**src/rtl/out_port_unit_pkg.sv**
```systemverilog
// out_port_unit_pkg: shared CPU constants for the output port unit.
package out_port_unit_pkg;
  localparam int CPU_WORD_W = 32;
  localparam int CPU_PORT_DEPTH = 4;
endpackage

```
**src/rtl/out_port_unit_port_fifo.sv**
```systemverilog
// port_fifo: power-of-two circular FIFO with occupancy count and sync active-low clear.
module port_fifo
  import out_port_unit_pkg::*;
#(
  parameter int DEPTH  = CPU_PORT_DEPTH,
  parameter int WORD_W = CPU_WORD_W
) (
  input  logic                     clock,
  input  logic                     clear,
  input  logic                     push,
  input  logic                     pop,
  input  logic [WORD_W-1:0]        wdata,
  output logic [WORD_W-1:0]        rdata,
  output logic                     full,
  output logic                     empty,
  output logic [$clog2(DEPTH):0]   count
);
  localparam int AW = $clog2(DEPTH);
  localparam int CW = AW + 1;
  logic [WORD_W-1:0] mem_q [DEPTH];
  logic [WORD_W-1:0] mem_d [DEPTH];
  logic [AW-1:0] wr_q, wr_d, rd_q, rd_d;
  logic [CW-1:0] count_q, count_d;
  logic push_ok, pop_ok;
  assign full  = count_q == CW'(DEPTH);
  assign empty = count_q == '0;
  assign count = count_q;
  assign rdata = mem_q[rd_q];
  always_comb begin
    push_ok = push && !full;
    pop_ok  = pop && !empty;
    mem_d   = mem_q;
    if (push_ok) mem_d[wr_q] = wdata;
    wr_d    = push_ok ? wr_q + 1'b1 : wr_q;
    rd_d    = pop_ok ? rd_q + 1'b1 : rd_q;
    count_d = count_q + CW'(push_ok) - CW'(pop_ok);
  end
  always_ff @(posedge clock) begin
    if (!clear) begin
      wr_q    <= '0;
      rd_q    <= '0;
      count_q <= '0;
    end else begin
      wr_q    <= wr_d;
      rd_q    <= rd_d;
      count_q <= count_d;
    end
  end
  // storage is deliberately left uncleared; only pointers define validity
  always_ff @(posedge clock) mem_q <= mem_d;
endmodule

```
**src/rtl/out_port_unit.sv**
```systemverilog
// out_port_unit: CPU output port capturing bus words into a FIFO drained by a valid/ready device.
module out_port_unit
  import out_port_unit_pkg::*;
#(
  parameter int DEPTH  = CPU_PORT_DEPTH,
  parameter int WORD_W = CPU_WORD_W
) (
  input  logic                     clock,
  input  logic                     clear,
  input  logic                     OutPort_In,
  input  logic [WORD_W-1:0]        BusMuxOut,
  output logic [WORD_W-1:0]        OutPortData,
  output logic [WORD_W-1:0]        dev_data,
  output logic                     dev_valid,
  input  logic                     dev_ready,
  output logic                     port_full,
  output logic                     port_empty,
  output logic [$clog2(DEPTH):0]   count,
  output logic                     overflow
);
  logic [WORD_W-1:0] out_data_q, out_data_d;
  logic overflow_q, overflow_d;
  logic push, pop;
  port_fifo #(.DEPTH(DEPTH), .WORD_W(WORD_W)) u_fifo (
    .clock (clock),
    .clear (clear),
    .push  (push),
    .pop   (pop),
    .wdata (BusMuxOut),
    .rdata (dev_data),
    .full  (port_full),
    .empty (port_empty),
    .count (count)
  );
  assign dev_valid   = !port_empty;
  assign OutPortData = out_data_q;
  assign overflow    = overflow_q;
  always_comb begin
    push       = OutPort_In && !port_full;
    pop        = dev_valid && dev_ready;
    out_data_d = push ? BusMuxOut : out_data_q;
    overflow_d = overflow_q || (OutPort_In && port_full);
  end
  always_ff @(posedge clock) begin
    if (!clear) begin
      out_data_q <= '0;
      overflow_q <= 1'b0;
    end else begin
      out_data_q <= out_data_d;
      overflow_q <= overflow_d;
    end
  end
endmodule

```
**config.mk**
```make
export PLATFORM = sky130hd
export DESIGN_NAME = out_port_unit
export DESIGN_NICKNAME = d
export VERILOG_FILES = /design/src/rtl/out_port_unit_pkg.sv /design/src/rtl/out_port_unit_port_fifo.sv /design/src/rtl/out_port_unit.sv
export SDC_FILE = /design/constraint.sdc
export NUM_CORES = 1
export LEC_CHECK = 0
export ABC_AREA = 1
export CORE_ASPECT_RATIO = 1.4
export CORE_MARGIN = 2
export CORE_UTILIZATION = 30
export CTS_CLUSTER_DIAMETER = 80
export DETAILED_ROUTE_END_ITERATION = 8
export GPL_ROUTABILITY_DRIVEN = 0
export GPL_TIMING_DRIVEN = 0
export MAX_ROUTING_LAYER = met4
export SETUP_SLACK_MARGIN = 0.4
export SLEW_MARGIN = 25
export SYNTH_ARGS = -nofsm -noshare
export SYNTH_HDL_FRONTEND = slang
export SYNTH_SLANG_ARGS = --single-unit
```
**constraint.sdc**
```tcl
create_clock -name clock -period 4 [get_ports clock]
set_clock_uncertainty 0.1 [all_clocks]
set_input_delay 0.6 -clock clock [delete_from_list [all_inputs] [get_ports clock]]
set_output_delay 0.6 -clock clock [all_outputs]
set_load 0.03 [all_outputs]
```
* Word-level counts from Yosys, hierarchy flattened *
Cells that the tools add are included.

cells by class
  $lt $le $gt $ge = 3
  add/sub/neg operators = 4
  mux-type cells = 6
  bitwise gates (word level) = 2
  reductions and logical operators = 10
  equality and inequality tests = 1

operators with widths
  cell                                                      number
  bitwise mux 128 bit                                       1
  2-to-1 mux 32 bit                                         3
  binary-select mux 32 bit (select 2 bit)                   1
  demux 32 bit (select 2 bit)                               1
  greater-or-equal comparator 3 bit, second input constant  2
  logical AND 1 bit                                         6
  NOT 2 -> 3 bit                                            2
  adder 2 x 1 -> 2 bit, second input constant               2
  adder 3 x 1 -> 3 bit                                      1
  == test 3 bit, second input constant                      1
  logical NOT 3 bit                                         1
  < comparator 3 x 1 -> 1 bit, second input constant        1
  subtractor 3 x 1 -> 3 bit                                 1
  logical NOT 1 bit                                         2
  logical OR 1 bit                                          1

word-level totals
  bits in registers = 168
  output and inout bits = 71
  word-level logic and storage cells = 35

* Longest topological paths before layout *
  word-level depth = 6
  depth in mapped cells = 11

* By module *
Synthesis repeated with hierarchy kept, for this count alone.

second synthesis, totals
  cells, all modules = 590
  area, all modules = 6665.1 sq um

modules (own cells, without submodules)
  module         area each (sq um)  instances  cells an instance
  port_fifo      5232.5             1          374
  out_port_unit  1432.6             1          216

* Worst setup path after synthesis *
OpenSTA, ideal clock, no wires.

  kind = input -> register
  start = input port OutPort_In
  end = register u_fifo.mem_q[0] (netlist bit) (enable)
  data arrival time = 2400 ps
  required time = 3479 ps
  library setup time = 421 ps
  buffers on the path = 2
  path slack = 1079 ps
  cell stages on the path = 4
  cell sequence = buf_2 > buf_2 > nand2_1 > nor2_1

between the ends
  word-level cells in the longest chain between the ends = 2

ends and longest elaborated chain
  element                 RTL line                       RTL
  start: declaration      out_port_unit.sv:10            input logic OutPort_In,
  logical AND 1 bit       out_port_unit.sv:39            push = OutPort_In && !port_full;
  logical AND 1 bit       out_port_unit_port_fifo.sv:30  push_ok = push && !full;
  end signal: assignment  out_port_unit_port_fifo.sv:50  always_ff @(posedge clock) mem_q <= mem_d;
  end: declaration        out_port_unit_port_fifo.sv:20  logic [WORD_W-1:0] mem_q [DEPTH];

Every way passes these cells.
A chain may end at the register's enable or synchronous reset.

* Final worst setup path *
  start = register u_fifo.rd_q[1]
  end = output port dev_data[9]

between the ends
  word-level cells in the longest chain between the ends = 4

ends and longest elaborated chain
  element                                                RTL line                       RTL
  start: declaration                                     out_port_unit_port_fifo.sv:22  logic [AW-1:0] wr_q, wr_d, rd_q, rd_d;
  start signal: assignment                               out_port_unit_port_fifo.sv:45  rd_q <= rd_d;
  NOT 2 -> 3 bit (implied by the code)                   out_port_unit_port_fifo.sv:28  assign rdata = mem_q[rd_q];
  binary-select mux 32 bit (select 2 bit)                out_port_unit_port_fifo.sv:28
  2-to-1 mux 32 bit (implied by the code) (2 in series)  out_port_unit_port_fifo.sv:28
  end: declaration                                       out_port_unit.sv:13            output logic [WORD_W-1:0] dev_data,

Every way passes these cells. The select of a mux whose other input is x is not followed.

==> results.md <==
* Clk_lat worst skew at 430 ps
* Cts hold-fix bufs at 0
* Via Count at 4732
* DR WL/cell at 17.2 µm
* Final setup vio count at 0
* Avg Cell Area, Syn at 11.3 µm²
* CP Class: register to output pin
* Final net count at 762
* Pre-CTS WS at 1100 ps
* Detailed placement HPWL at 12200 µm
* Total Wirelength at 17700 µm
* Power per cell area at 674 mW/mm²
* I/O Buffers at 104
* Mapped Nets at 634
* VDD IR max at 344 µV
* Core Area at 0.0219 mm²
* Placed Cells at 997
* Die span in y at 181 µm
* Commonest non-fill, non-tap cells in the layout: edfxtp_1, clkdlybuf4s50_1, nor2_1
* CP Launch Type: register
* I/O Pins at 107
* Unique cell type count in the Yosys netlist at 22
* Slew of the pin with the lowest slew margin at 674 ps
* CTS Buffer Depth at 2
* Worst Path Max Fanout at 10
* Final period utilization at 83.1%
* Max-cap violations at 0
* Design Area, Final at 0.00888 mm²
* Initial Utilization at 30.6%
* Rows at 64
* Grt ovf at 0
* CTS Sinks at 168
* Root Buffer: clkbuf_16
* Worst Setup End Kind: output pin
* Max frequency at 301 MHz
* Commonest non-fill, non-tap cell in the layout: edfxtp_1
* Status: finished, final reports clean
* Initial antenna violation count at 0
* Final Max Slew Viols at 0
* WP data required at 3300 ps
* Pleak at 0.00333 µW
* Clock slew at reported path FFs at 60 ps
* Part of the Yosys area used for sequential elements at 69.3%
* HP Class: register to register
* Global-route usage over all layers at 16.1%
* First-pass GRT wire length at 27200 µm
* Post-CTS setup buffers at 0
* Largest net degree at the start of global routing at 21
* Cells after Synth at 591
* # diodes at 0
* Drt pass-1 iters at 5
* CTS Buf Count at 17
* Non-Filler Instances at 1029
* Synthesized flop and latch total at 168
* Ys Warns at 0
* Fin crit period at 3320 ps
* Die width at 130 µm
* Worst path arrival time at 2620 ps
* Headroom to the max-slew limit at 55.1%
* Setup WS post-layout at 677 ps
* DRC errors left at 0
* Post-DP Area at 0.00828 mm²
* CTS tree: yes
* Antenna-violating nets left at 0
* Die area at 0.0236 mm²
* Final Hold Viols at 0
* 1st-iter DRT viols at 395
* Post-cts gate resize count at 0
* Layout area overhead at 32.5%
* Vias/cell at 4.60
* RSZ-0062 raised after global routing: false
* Area of the mapped netlist at 0.00670 mm²
* Layout cell share with drive strength beyond 1 at 10.7%
* Fillers at 2153
* Vias in the first global route at 4821
* H-tree depth at 4
==> worst max-delay path, cell delays in order, from the launching register on <==
cell	delay, ps
dfxtp_1	390
inv_1	180
clkbuf_1	430
o21ai_0	180
o22ai_1	280
clkdlybuf4s50_1	740
==> per-stage QoR <==
stage	hold WS, ps	total power, µW	util, %	setup TNS (ps)
final	380	5990	40.5	0
after global routing	399	6270	40.5	0
after CTS	385	6050	40.5	0
after detailed placement	368	4380	37.7	0
after global placement	362	4330	37.0	-34890
after floorplan	403	3460	-	0
==> cells by family (layout without fill, tap and decap cells) <==
kind of cell,count (synthesis),after routing,synth area share (%)
DFF,168,168,69.3
AOI/OAI and AO/OA,134,134,10.6
and+or+nand+nor,190,190,12.3
adders and majority gates,7,7,1.42
buffers and inverters,92,233,6.36
==> final cells by class <==
class                           instances  area (µm²)  area share [%]
Multi-Input combinational cell        331        1660            18.7
Clock inverter                         15         181            2.04
Buffer                                 38         224            2.52
Clock buffer                           17         425            4.79
Tap cell                              297         372            4.18
Inverter                               54         203            2.28
Timing Repair Buffer                  109        1170            13.2
Sequential cell                       168        4640            52.3
==> path summary, 6_finish.rpt <==
kind | start | endpoint | slack [ps] | cells after the start
hold / removal | OutPortData[26] | OutPortData[26] | 380 | 2
setup / recovery | u_fifo.rd_q[1] | dev_data[9] | 680 | 5
setup reg to reg | u_fifo.count[1] | u_fifo.mem_q[55] | 1740 | 6
hold reg to reg | OutPortData[26] | OutPortData[26] | 380 | 2
==> sequential cells by signal, summed over array words and instances (netlist names) <==
name	count
u_fifo.count	3
u_fifo.rd_q	2
u_fifo.mem_q	128
overflow	1
u_fifo.wr_q	2
OutPortData	32
==> per-layer routing <==
layer / vias to the layer above / GRT usage (%) / wire [µm] / part of all wire [%]
met5: - / - / 0 / 0
met1: 2296 / 18.3 / 7300 / 41
li1: 2304 / - / - / -
met4: 0 / 5.70 / 299 / 1.7
met3: 20 / 3.52 / 755 / 4.3
met2: 112 / 27.7 / 9380 / 53
==> cells in the mapped netlist <==
| library cell | n | area [µm²] |
|---|---|---|
| a21boi_0 | 1 | 7.51 |
| a21oi_1 | 37 | 185 |
| buf_1 | 3 | 11.3 |
| buf_2 | 14 | 70.1 |
| buf_4 | 3 | 22.5 |
| buf_6 | 7 | 78.8 |
| clkbuf_1 | 11 | 41.3 |
| dfxtp_1 | 40 | 801 |
| edfxtp_1 | 128 | 3840 |
| fa_1 | 1 | 20.0 |
| ha_1 | 6 | 75.1 |
| inv_1 | 53 | 199 |
| inv_2 | 1 | 3.75 |
| nand2_1 | 45 | 169 |
| nand2_4 | 1 | 11.3 |
| nand3_1 | 27 | 135 |
| nand3_2 | 10 | 100 |
| nor2_1 | 106 | 398 |
| nor2_4 | 1 | 11.3 |
| o21ai_0 | 63 | 315 |
| o21ai_1 | 1 | 5.00 |
| o22ai_1 | 32 | 200 |
==> power by group <==
group | total (µW) | leakage [µW] | switching [µW] | internal [µW]
combinational | 2100 | 0.00153 | 1330 | 767
sequential | 2220 | 0.00150 | 98.5 | 2120
clock | 1670 | 0.000302 | 718 | 949
(Power assumes the default switching activity.)
